### src/rtl/uart_framer_pkg.sv
// Shared types and sizing helpers for the UART command/response framer.
package uart_framer_pkg;

  typedef enum logic {RX_IDLE, RX_COLLECT} rx_state_t;
  typedef enum logic [1:0] {TX_IDLE, TX_LOAD, TX_WAIT} tx_state_t;

  // Byte counter width wide enough for either direction's byte count.
  function automatic int cnt_w(input int cmd_bytes, input int resp_bytes);
    int m;
    m = (cmd_bytes > resp_bytes) ? cmd_bytes : resp_bytes;
    return $clog2(m + 1);
  endfunction

endpackage

### src/rtl/uart_resp_serializer.sv
// Response serializer: shifts a RESP_BYTES-wide word out MSB-first, one UART
// byte per trmt pulse, advancing on each rising edge of tx_done.
module uart_resp_serializer import uart_framer_pkg::*; #(
  parameter int RESP_BYTES = 1,
  parameter int CNT_W      = 2
) (
  input  logic                    clk,
  input  logic                    rst,
  input  logic                    send,
  input  logic [8*RESP_BYTES-1:0] resp,
  input  logic                    tx_done,
  output logic                    trmt,
  output logic [7:0]              tx_data,
  output logic                    resp_busy,
  output logic                    resp_done
);

  localparam int RW = 8 * RESP_BYTES;

  tx_state_t        r_state;
  logic [RW-1:0]    r_sh;
  logic [CNT_W-1:0] r_cnt;
  logic             r_txd_prev;
  logic             r_trmt;
  logic [7:0]       r_tx_data;
  logic             r_busy;
  logic             r_done;
  logic             w_txd_rise;

  assign w_txd_rise = tx_done & ~r_txd_prev;

  always_ff @(posedge clk) begin
    r_txd_prev <= tx_done;
  end

  always_ff @(posedge clk) begin
    if (rst) begin
      r_state   <= TX_IDLE;
      r_cnt     <= '0;
      r_trmt    <= 1'b0;
      r_tx_data <= 8'h00;
      r_busy    <= 1'b0;
      r_done    <= 1'b0;
    end else begin
      r_trmt <= 1'b0;
      r_done <= 1'b0;
      case (r_state)
        // A send landing in the resp_done cycle is dropped on purpose.
        TX_IDLE: begin
          if (send && !r_done) begin
            r_sh    <= resp;
            r_cnt   <= '0;
            r_busy  <= 1'b1;
            r_state <= TX_LOAD;
          end
        end
        TX_LOAD: begin
          r_trmt    <= 1'b1;
          r_tx_data <= r_sh[RW-1 -: 8];
          r_state   <= TX_WAIT;
        end
        TX_WAIT: begin
          if (w_txd_rise) begin
            if (r_cnt == CNT_W'(RESP_BYTES - 1)) begin
              r_done  <= 1'b1;
              r_busy  <= 1'b0;
              r_state <= TX_IDLE;
            end else begin
              r_sh    <= r_sh << 8;
              r_cnt   <= r_cnt + 1'b1;
              r_state <= TX_LOAD;
            end
          end
        end
        default: r_state <= TX_IDLE;
      endcase
    end
  end

  assign trmt      = r_trmt;
  assign tx_data   = r_tx_data;
  assign resp_busy = r_busy;
  assign resp_done = r_done;

endmodule

### src/rtl/uart_cmd_framer.sv
// UART command/response framer: assembles CMD_BYTES bytes into cmd (MSB first)
// and serialises resp. Optional inter-byte timeout: `define UART_FRAMER_TIMEOUT_EN.
module uart_cmd_framer import uart_framer_pkg::*; #(
  parameter int CMD_BYTES   = 2,
  parameter int RESP_BYTES  = 1,
  parameter int TIMEOUT_CYC = 1_000_000
) (
  input  logic                    clk,
  input  logic                    rst,
  input  logic                    rx_rdy,
  input  logic [7:0]              rx_data,
  output logic                    clr_rx_rdy,
  output logic [8*CMD_BYTES-1:0]  cmd,
  output logic                    cmd_rdy,
  input  logic                    clr_cmd_rdy,
  output logic                    ovr,
  output logic                    frm_err,
  input  logic                    send,
  input  logic [8*RESP_BYTES-1:0] resp,
  output logic                    trmt,
  output logic [7:0]              tx_data,
  input  logic                    tx_done,
  output logic                    resp_busy,
  output logic                    resp_done
);

  localparam int CW    = 8 * CMD_BYTES;
  localparam int CNT_W = cnt_w(CMD_BYTES, RESP_BYTES);

  rx_state_t        r_rx_state;
  logic [CNT_W-1:0] r_rx_cnt;
  logic [CW-1:0]    r_sh;
  logic [CW-1:0]    r_cmd;
  logic             r_cmd_rdy;
  logic             r_ovr;
  logic             w_last;
  logic             w_done;
  logic             w_timeout;
  logic [CW-1:0]    w_word;

  assign clr_rx_rdy = rx_rdy;
  assign w_last     = (r_rx_cnt == CNT_W'(CMD_BYTES - 1));
  assign w_done     = rx_rdy & w_last;
  // Older bytes fall off the top, so no clear is needed between commands.
  assign w_word     = (r_sh << 8) | CW'(rx_data);

  always_ff @(posedge clk) begin
    if (rx_rdy) r_sh <= w_word;
  end

  always_ff @(posedge clk) begin
    if (rst) begin
      r_rx_state <= RX_IDLE;
      r_rx_cnt   <= '0;
      r_cmd      <= '0;
      r_cmd_rdy  <= 1'b0;
      r_ovr      <= 1'b0;
    end else begin
      if (rx_rdy) begin
        if (w_last) begin
          r_rx_cnt   <= '0;
          r_rx_state <= RX_IDLE;
          r_cmd      <= w_word;
        end else begin
          r_rx_cnt   <= r_rx_cnt + 1'b1;
          r_rx_state <= RX_COLLECT;
        end
      end else if (w_timeout) begin
        r_rx_cnt   <= '0;
        r_rx_state <= RX_IDLE;
      end
      // Completion wins over the consumer's acknowledge.
      if (w_done) begin
        r_cmd_rdy <= 1'b1;
        if (r_cmd_rdy && !clr_cmd_rdy) r_ovr <= 1'b1;
      end else if (clr_cmd_rdy) begin
        r_cmd_rdy <= 1'b0;
        r_ovr     <= 1'b0;
      end
    end
  end

  assign cmd     = r_cmd;
  assign cmd_rdy = r_cmd_rdy;
  assign ovr     = r_ovr;

`ifdef UART_FRAMER_TIMEOUT_EN
  localparam int TW = $clog2(TIMEOUT_CYC + 1);

  logic [TW-1:0] r_to_cnt;
  logic          r_frm_err;

  // A byte arriving in the expiry cycle takes precedence over the timeout.
  assign w_timeout = (r_rx_state == RX_COLLECT) && !rx_rdy &&
                     (r_to_cnt == TW'(TIMEOUT_CYC - 1));

  always_ff @(posedge clk) begin
    if (rst) begin
      r_to_cnt  <= '0;
      r_frm_err <= 1'b0;
    end else begin
      r_frm_err <= w_timeout;
      if (rx_rdy || w_timeout || (r_rx_state != RX_COLLECT)) r_to_cnt <= '0;
      else                                                   r_to_cnt <= r_to_cnt + 1'b1;
    end
  end

  assign frm_err = r_frm_err;
`else
  logic w_unused_to;

  assign w_unused_to = (TIMEOUT_CYC == 0);
  assign w_timeout   = 1'b0;
  assign frm_err     = 1'b0;
`endif

  uart_resp_serializer #(
    .RESP_BYTES (RESP_BYTES),
    .CNT_W      (CNT_W)
  ) u_ser (
    .clk       (clk),
    .rst       (rst),
    .send      (send),
    .resp      (resp),
    .tx_done   (tx_done),
    .trmt      (trmt),
    .tx_data   (tx_data),
    .resp_busy (resp_busy),
    .resp_done (resp_done)
  );

endmodule
### config.mk
export PLATFORM = sky130hd
export DESIGN_NAME = uart_cmd_framer
export DESIGN_NICKNAME = d
export VERILOG_FILES = /design/src/rtl/uart_framer_pkg.sv /design/src/rtl/uart_resp_serializer.sv /design/src/rtl/uart_cmd_framer.sv
export SDC_FILE = /design/constraint.sdc
export NUM_CORES = 1
export LEC_CHECK = 0
export ABC_AREA = 0
export ABC_CLOCK_PERIOD_IN_PS = 3300
export BUFFER_PORTS_ARGS = -buffer_cell sky130_fd_sc_hd__buf_4
export CAP_MARGIN = 20
export CELL_PAD_IN_SITES_DETAIL_PLACEMENT = 0
export CELL_PAD_IN_SITES_GLOBAL_PLACEMENT = 1
export CORE_ASPECT_RATIO = 1.5
export CORE_MARGIN = 1
export CORE_UTILIZATION = 38
export CTS_CLUSTER_DIAMETER = 200
export CTS_CLUSTER_SIZE = 25
export DETAILED_ROUTE_END_ITERATION = 12
export HOLD_SLACK_MARGIN = 0.02
export PLACE_DENSITY_LB_ADDON = 0.1
export SYNTH_ARGS = -nofsm -noshare
export SYNTH_HDL_FRONTEND = slang
export SYNTH_SLANG_ARGS = --single-unit
### constraint.sdc
create_clock -name clk -period 3.3 [get_ports clk]
set_input_delay 0.165 -clock clk [delete_from_list [all_inputs] [get_ports clk]]
set_output_delay 0.165 -clock clk [all_outputs]
set_load 0.01 [all_outputs]
# Word-level counts from Yosys, hierarchy flattened
# Index checks and enable logic that the tools add are counted.
[totals]
ff_bits = 52
inputBits = 22
out_inout_bits = 31
elab_cells = 68
[op_classes]
add_sub_neg = 2
eq_ne = 8
mux = 23
bitwise = 7
reduce_logical = 15
[ops]
columns = ["operator", "count"]
rows = [
  ["$mux W8", 3],
  ["$or A16 B8 Y16", 1],
  ["$pmux W8 S2", 1],
  ["$mux W2", 6],
  ["$mux W1", 10],
  ["$ne A2 B1 Y1 const B", 4],
  ["$reduce_and A4 Y1", 2],
  ["$pmux W2 S3", 1],
  ["$reduce_and A2 Y1", 3],
  ["$reduce_and A5 Y1", 1],
  ["$add A2 B1 Y2 const B", 2],
  ["$eq A2 B1 Y1 const B", 2],
  ["$logic_not A2 Y1", 2],
  ["$not A1 Y1", 4],
  ["$pmux W2 S2", 1],
  ["$reduce_bool A2 Y1", 2],
  ["$reduce_or A3 Y1", 1],
  ["$and A1 B1 Y1", 2],
  ["$eq A2 B2 Y1 const B", 1],
  ["$logic_and A1 B1 Y1", 2],
  ["$logic_not A1 Y1", 2],
  ["$ne A2 B2 Y1 const B", 1],
  ["$pmux W1 S2", 1],
]

# Logic depth before layout (Yosys ltp)
# Gate-level depths: netlist (run 1).
[depth]
depth_word = 4
mapped_depth = 6

# Modules after synthesis
# A second synthesis (run 1) with hierarchy kept.
[unflattened]
cells_unflattened = 182
area_unflattened_um2 = 1895.6
[modules_own_cells]
columns = ["module", "n_inst", "cells_each", "area_each_um2", "seq_area_each_um2"]
rows = [
  ["uart_cmd_framer", 1, 96, 996.0, 640.6],
  ["uart_resp_serializer", 1, 86, 899.6, 560.5],
]

# Worst setup path after synthesis (run 1)
# OpenSTA, ideal clock, no wires.
[synth_path]
path_kind = "register to register"
start = "register u_ser.r_cnt[0]"
end = "register u_ser.r_sh[0], enable pin"
setup_time_ps = 419
arrival_time_ps = 2040
required_time_ps = 2881
setup_slack_ps = 840
path_stages_with_launch = 4
n_path_buf = 0
path_cell_list = "dfxtp_1 inv_1 ha_1 a2111oi_0"
[synth_via]
elab_chain_cells = 3
[synth_lines]
columns = ["item", "line_no", "rtl"]
rows = [
  ["from (decl)", "uart_resp_serializer.sv:22", "logic [CNT_W-1:0] r_cnt;"],
  ["from (signal assigned)", "uart_resp_serializer.sv:70", "r_cnt <= r_cnt + 1'b1;"],
  ["$logic_not A2 Y1", "uart_resp_serializer.sv:64", "if (r_cnt == CNT_W'(RESP_BYTES - 1)) begin"],
  ["$ne A2 B2 Y1 (no line)", "n/a", ""],
  ["$reduce_and A5 Y1 (no line)", "n/a", ""],
  ["to (signal assigned)", "uart_resp_serializer.sv:51", "r_sh <= resp;"],
  ["to (signal assigned)", "uart_resp_serializer.sv:69", "r_sh <= r_sh << 8;"],
  ["to (decl)", "uart_resp_serializer.sv:21", "logic [RW-1:0] r_sh;"],
]
# Every way passes these cells.
# A chain may end at the register's enable or synchronous reset.

# Worst setup path after layout (run 1)
[layout_path]
start = "register u_ser.r_cnt[0]"
end = "register u_ser.r_sh[6], enable pin"
# The elaborated chain is that of the path after synthesis.

==> results of run 1 <==
[path summary, 6_finish.rpt]
check                  from             to  slack [ns]  depth (start not counted)
max          u_ser.r_cnt[0]  u_ser.r_sh[6]        1.39                          3
min              rx_data[4]        r_sh[4]        0.05                          1
max reg2reg  u_ser.r_cnt[0]  u_ser.r_sh[6]        1.39                          3
min reg2reg          cmd[9]         cmd[9]        0.46                          2
[metal layers]
metal | up-vias | global-route usage, % | part of all wire (%) | wire, um
li1 | 698 | - | - | -
met1 | 629 | 16.6 | 39 | 1440
met2 | 49 | 28.6 | 55 | 2030
met3 | 6 | 3.84 | 4.8 | 179
met4 | 0 | 7.14 | 1.5 | 57
met5 | - | 0 | 0 | 0
[flip-flops by register name, indices dropped and copies added (netlist names), 2 cells and up]
| signal | cells |
|---|---|
| u_ser.r_state | 2 |
| u_ser.tx_data | 8 |
| u_ser.r_sh | 8 |
| u_ser.r_cnt | 2 |
| r_sh | 8 |
| r_rx_cnt | 2 |
| cmd | 16 |
[repair_timing]
action	in CTS	in global routing
hold endpoints to repair	1	0
gates resized for setup	0	0
hold buffers	1	0
[cells in the final DEF, fill, tap and decap left out]
cell            n
nand2b_1        2
clkbuf_8        6
a2bb2oi_1       1
o21bai_2        1
ha_1            1
nand4_1         1
dlygate4sd3_1   1
nand3_1         2
and2_1          8
nand2b_2        1
clkinvlp_4      1
nand3b_2        1
inv_1           3
nor2_1          9
dfxtp_1        36
a21oi_2         1
nor2b_1         1
o21ai_0         2
nor2_4          1
and3b_1         1
xnor2_1         1
clkbuf_1        1
buf_4          51
nor3b_1         1
nand2_1        50
edfxtp_1       16
a2111oi_0       1
conb_1          1
a2111oi_2       1
and2b_1         2
a21oi_1        28
[kinds of logic (layout without fill, tap and decap cells)]
family / count (synthesis) / in the layout / share of synthesized area (%)
simple gates: 80 / 80 / 19.9
flops: 52 / 52 / 64.6
compound gates: 35 / 35 / 10.6
buf+inv: 13 / 63 / 3.63
fa+ha+maj: 1 / 1 / 0.673
other cells: 1 / 1 / 0.202
xor+xnor: 1 / 1 / 0.471
[through the flow]
stage	instance area (sq um)	power [mW]	util, %	cells	hold WS (ns)
2_1_floorplan	1860	0.812	-	183	0.193
3_3_place_gp	2270	0.876	49.2	288	0.297
3_5_place_dp	2270	0.881	49.2	288	0.296
4_1_cts	2380	1.24	51.5	297	0.0368
5_1_grt	2380	1.28	51.5	297	0.0362
6_report	2380	1.23	51.5	297	0.0471
[synth_stat cells, types with 2 or more instances]
cell type  count
and2_1         8
nand3_1        2
and2b_1        2
clkbuf_1       3
o21ai_0        2
buf_2          3
a21oi_1       28
dfxtp_1       36
nand2b_1       2
nor2_1         9
buf_4          4
nand2_1       50
a2111oi_0      2
edfxtp_1      16
inv_1          3
[critical path, stage by stage, from the launching register on]
cell and delay, ns:
dfxtp_1 0.33, inv_1 0.06, ha_1 0.25, a2111oi_2 0.91
[cell type report]
cell class              instances  area (sq um)
fillers                       470          2240
flip-flops and latches         52          1200
multi-input cells             118           597
repair buffers                 52           393
clock buffers                   7          86.3
well taps                      64          80.1
inverters                       3          11.3
clock inverters                 1          7.51
[power by group through the flow]
stage | Sequential (mW) | Clock (mW) | Combinational (mW)
floorplan | 0.741 | 0 | 0.0712
global placement | 0.734 | 0 | 0.141
detailed placement | 0.736 | 0 | 0.145
CTS | 0.721 | 0.375 | 0.147
global route | 0.725 | 0.393 | 0.162
finish | 0.720 | 0.364 | 0.144
==> impl_metrics.csv, run 1 <==
group,metric,value,unit
clocking,cts_tree,"yes",
setup_path,critPathLaunchType,"register",
job,maxCapViolations,0,
die,initial_utilization,40.3,%
place,port_buffers,51,
sta,finalHoldViolations,0,
sta,finClkSkew,0.00463,ns
sta,slew_headroom,35.5,%
cells_and_area,drive_gt1_share,27.5,%
power_and_ir_drop,intPower,940,uW
logic_synthesis,ys_seq_elements,52,
min_path,hp-class,"input port to register",
power_and_ir_drop,pwr-share-clk,29.6,%
sta,final.setup.worst_slack,1.39,ns
place,place.gp.congestion,0.732,
grt,grt_pass1_wl,6060,um
power_and_ir_drop,p_sw,288,uW
power_and_ir_drop,p_sw_share,23.5,%
sta,fin_tns_setup,0,ns
die,rows,30,
logic_synthesis,yosysTopAreaCell,"dfxtp_1",
routing,wl_per_cell,12.5,um
sta,layout_min_cycle_time,1.91,ns
clocking,clock-root-buffer,"clkbuf_8",
grt,gr-usage-all-layers,15.7,%
routing,routed_wl,3710,um
routing,vias,1382,
routing,drt_iter0_drc,56,
place,hpwl,2650,um
power_and_ir_drop,p_comb_share,11.7,%
die,core,4620,sq um
logic_synthesis,syn_nets,206,
sta,clock.fmax,0.523,GHz
clocking,clk_pin_slew,0.09,ns
routing,drc,0,
sta,setup_viol,0,
die,dieArea,5180,sq um
grt,grt_pass1_vias,1326,
logic_synthesis,synth_top_area_share,38.8,%
logic_synthesis,yosysSeqAreaShare,64.6,%
grt,antenna_found_initial,0,
setup_path,crit_arrival,1.84,ns
cells_and_area,n_antenna_cell,0,
power_and_ir_drop,power_density,517,nW/um^2
power_and_ir_drop,leakagePower,0.936,nW
grt,grt_overflow_total,0,
setup_path,crit_required,3.22,ns
logic_synthesis,synth-async-reset-ratio,0,%
setup_path,worstPathMaxFanout,8,
cells_and_area,num-nets-final,255,
clocking,worst_skew_pair.late_latency,0.30,ns
setup_path,cp-end-kind,"register",
logic_synthesis,synth_area_leaders,"dfxtp_1 39%, edfxtp_1 26%, nand2_1 10%",
run_status,outcome,"complete, no violations",
sta,tightestPinTransition,0.965,ns
grt,grt_max_degree,37,
routing,viasPerCell,4.65,
logic_synthesis,ys.flop_type,"dfxtp_1",
logic_synthesis,yosysWarnings,0,
logic_synthesis,synthesis.area,1860,sq um
logic_synthesis,synth_cell_types,28,
place,dp_slack,1.37,ns
clocking,cts_htree_levels,2,
routing,ant_nets,0,
logic_synthesis,syn_area_per_cell,10.2,sq um
die,die-height,87.7,um
cells_and_area,syn_to_final_growth,27.8,%
clocking,post_cts_buffers,0,
logic_synthesis,synth_edf_count,16,
sta,rsz0062_at_grt,"no",
sta,drv_slew,0,
logic_synthesis,syn_inst,183,
routing,firstDrtPassIters,4,
sta,min_period_over_period,58.0,%
die,die_w,59.1,um
clocking,numCtsBuffers,5,
power_and_ir_drop,max-vdd-ir-drop,320,uV
clocking,cts_buffer_depth,2,
power_and_ir_drop,power.share.sequential,58.7,%
clocking,cts_sinks,52,
die,num_io_pins,53,
setup_path,crit_type,"register to register",
No activity file was read; power rests on OpenSTA's default activity.
==> inputs of run 2 (changes only) <==
- ABC_AREA: 0 -> 1
- ABC_CLOCK_PERIOD_IN_PS: 3300 -> 1900
- clock period: 3.3 -> 1.9 ns (I/O delays scaled with it)
==> impl_metrics.csv, run 2 <==
group,metric,value,unit
logic_synthesis,syn_inst,212,
power_and_ir_drop,max-vdd-ir-drop,528,uV
cells_and_area,largest_reg_flops,16,
setup_path,crit_end,"u_ser.r_sh[3]",
routing,vias,1478,
routing,drc,0,
power_and_ir_drop,leakagePower,1.17,nW
routing,firstDrtPassIters,4,
run_status,outcome,"complete, no violations",
logic_synthesis,synth_edf_count,16,
setup_path,rrSetupSlack,0.40,ns
setup_path,cp-end-kind,"register",
sta,hold_slack,0.0837,ns
cells_and_area,drive_gt1_share,29.6,%
setup_path,setup.worst_path.start,"u_ser.r_cnt[0]",
sta,final.setup.worst_slack,0.403,ns
setup_path,crit_type,"register to register",
setup_path,regToRegEndpoint,"u_ser.r_sh[3]",
sta,finalHoldViolations,0,
die,core,4930,sq um
sta,clock.fmax,0.668,GHz
clocking,cts_tree,"yes",
sta,rsz0062_at_grt,"no",
logic_synthesis,synth-async-reset-ratio,0,%
clocking,cts_resized,0,
sta,drv_slew,0,
cells_and_area,syn_to_final_growth,30.1,%
power_and_ir_drop,power_density,992,nW/um^2
routing,routed_wl,3580,um
grt,met3_usage,3.87,%
logic_synthesis,syn_area_per_cell,9.35,sq um
logic_synthesis,syn_nets,235,
logic_synthesis,yosysSeqAreaShare,60.6,%
setup_path,crit_slowest_cell,"dfxtp_1",
clocking,cts_buffer_depth,2,
cells_and_area,mostFrequentLayoutCell,"nor2_1",
clocking,clock-root-buffer,"clkbuf_8",
setup_path,slowest_delay,0.31,ns
logic_synthesis,yosysWarnings,0,
place,place.gp.congestion,0.757,
sta,setup_viol,0,
logic_synthesis,synth_top_area_share,36.3,%
clocking,cts_sinks,52,
grt,grt_util_met1,15.7,%
grt,met2_usage,25.9,%
logic_synthesis,ys_top_cells_by_count,"55 x nor2_1, 36 x dfxtp_1, 20 x inv_1, 17 x o21ai_0",
sta,fin_tns_setup,0,ns
die,rows,31,
setup_path,crit_arrival,1.52,ns
sta,layout_min_cycle_time,1.50,ns
routing,drt_iter0_drc,55,
setup_path,path_cells,"inv_1, ha_1, a21oi_1, nand3_1, nor2_1, buf_4",
grt,antenna_found_initial,0,
logic_synthesis,yosysTopAreaCell,"dfxtp_1",
die,initial_utilization,40.3,%
grt,grt_pass1_vias,1388,
routing,wl_per_cell,10.5,um
die,num_io_pins,53,
place,hpwl,2500,um
cells_and_area,fill_cells,490,
place,port_buffers,51,
clocking,hold_buffers,10,
clocking,post_cts_buffers,0,
logic_synthesis,synthesis.area,1980,sq um
grt,grt_max_degree,30,
cells_and_area,final_cell_mix,"55 x nor2_1, 54 x buf_4, 36 x dfxtp_1, 20 x inv_1, 17 x o21ai_0",
clocking,worst_skew_pair.late_latency,0.30,ns
routing,ant_nets,0,
logic_synthesis,yosysMostFrequentCell,"nor2_1",
die,die_w,61.0,um
grt,grt_overflow_total,0,
setup_path,reg2reg_from,"u_ser.r_cnt[0]",
grt,grt_pass1_wl,6040,um
setup_path,reg2reg_depth,6,
job,maxCapViolations,0,
grt,gr-usage-all-layers,14.8,%
logic_synthesis,synth_area_leaders,"dfxtp_1 36%, edfxtp_1 24%, nor2_1 10%",
die,dieArea,5520,sq um
power_and_ir_drop,p_total,2.56,mW
cells_and_area,num-nets-final,296,
clocking,numCtsBuffers,5,
logic_synthesis,ys.flop_type,"dfxtp_1",
logic_synthesis,synth_cell_types,26,
setup_path,worstPathMaxFanout,8,
clocking,cts_htree_levels,2,
routing,viasPerCell,4.35,
sta,min_period_over_period,78.8,%
sta,finClkSkew,0.00523,ns
setup_path,critPathLaunchType,"register",
logic_synthesis,ys_seq_elements,52,
setup_path,crit_required,1.92,ns
grt,top_usage_layer,"met2",
clocking,clk_pin_slew,0.09,ns
min_path,hp-class,"input port to register",
die,die-height,90.5,um
place,dp_slack,0.400,ns
cells_and_area,n_antenna_cell,0,
-- run 2: cells by family after synthesis --
family / count (synthesis) / synth area share, %
buffers and inverters: 33 / 8.77
and+or+nand+nor: 92 / 20.8
DFF: 52 / 60.6
AOI/OAI and AO/OA: 33 / 9.09
other: 1 / 0.189
adders and majority gates: 1 / 0.631
-- run 2: worst max-delay path, delay by kind of cell (launching register included) --
family	cells	cell delay, ns
AO/OA/AOI/OAI	1	0.15
buffers and inverters	2	0.25
AND/OR/NAND/NOR	2	0.27
flip-flops	1	0.31
adder cells (fa/ha/maj)	1	0.24
-- run 2: per-layer routing --
layer | part of all wire [%] | vias to the layer above | wire [um]
li1 | - | 786 | -
met5 | 0 | - | 0
met1 | 41 | 650 | 1490
met4 | 1.8 | 0 | 66
met3 | 3.5 | 6 | 126
met2 | 53 | 36 | 1900
-- run 2: layout make-up --
class	count	area (sq um)	area share (%)
tap	66	82.6	3.20
sequential	52	1200	46.6
inverter	23	88.8	3.44
multi-input combinational	127	608	23.6
clock buffer	7	86.3	3.35
clock inverter	1	7.51	0.291
timing repair buffer	64	505	19.6
-- run 2: where the power goes --
part	total, mW	switching [mW]	leakage, nW	internal, mW
sequential	1.36	0.0626	0.449	1.29
combinational	0.552	0.306	0.681	0.246
clock	0.650	0.353	0.0445	0.297
-- run 2: worst min path at each step --
stage	start	end	slack, ns	cells after the start
final	resp[2]	u_ser.r_sh[2]	0.08	3
after global routing	resp[2]	u_ser.r_sh[2]	0.1	3
after CTS	resp[7]	u_ser.r_sh[7]	0.07	3
after detailed placement	tx_done	u_ser.r_txd_prev	0.21	1
after global placement	tx_done	u_ser.r_txd_prev	0.21	1
after floorplan	tx_done	u_ser.r_txd_prev	0.12	0
-- run 2: through the flow --
| step | util, % | instances | area, sq um |
|---|---|---|---|
| 6_report | 52.4 | 340 | 2580 |
| 5_1_grt | 52.4 | 340 | 2580 |
| 4_1_cts | 52.4 | 340 | 2580 |
| 3_5_place_dp | 48.4 | 322 | 2390 |
| 3_3_place_gp | 48.4 | 322 | 2390 |
| 2_1_floorplan | - | 212 | 1980 |
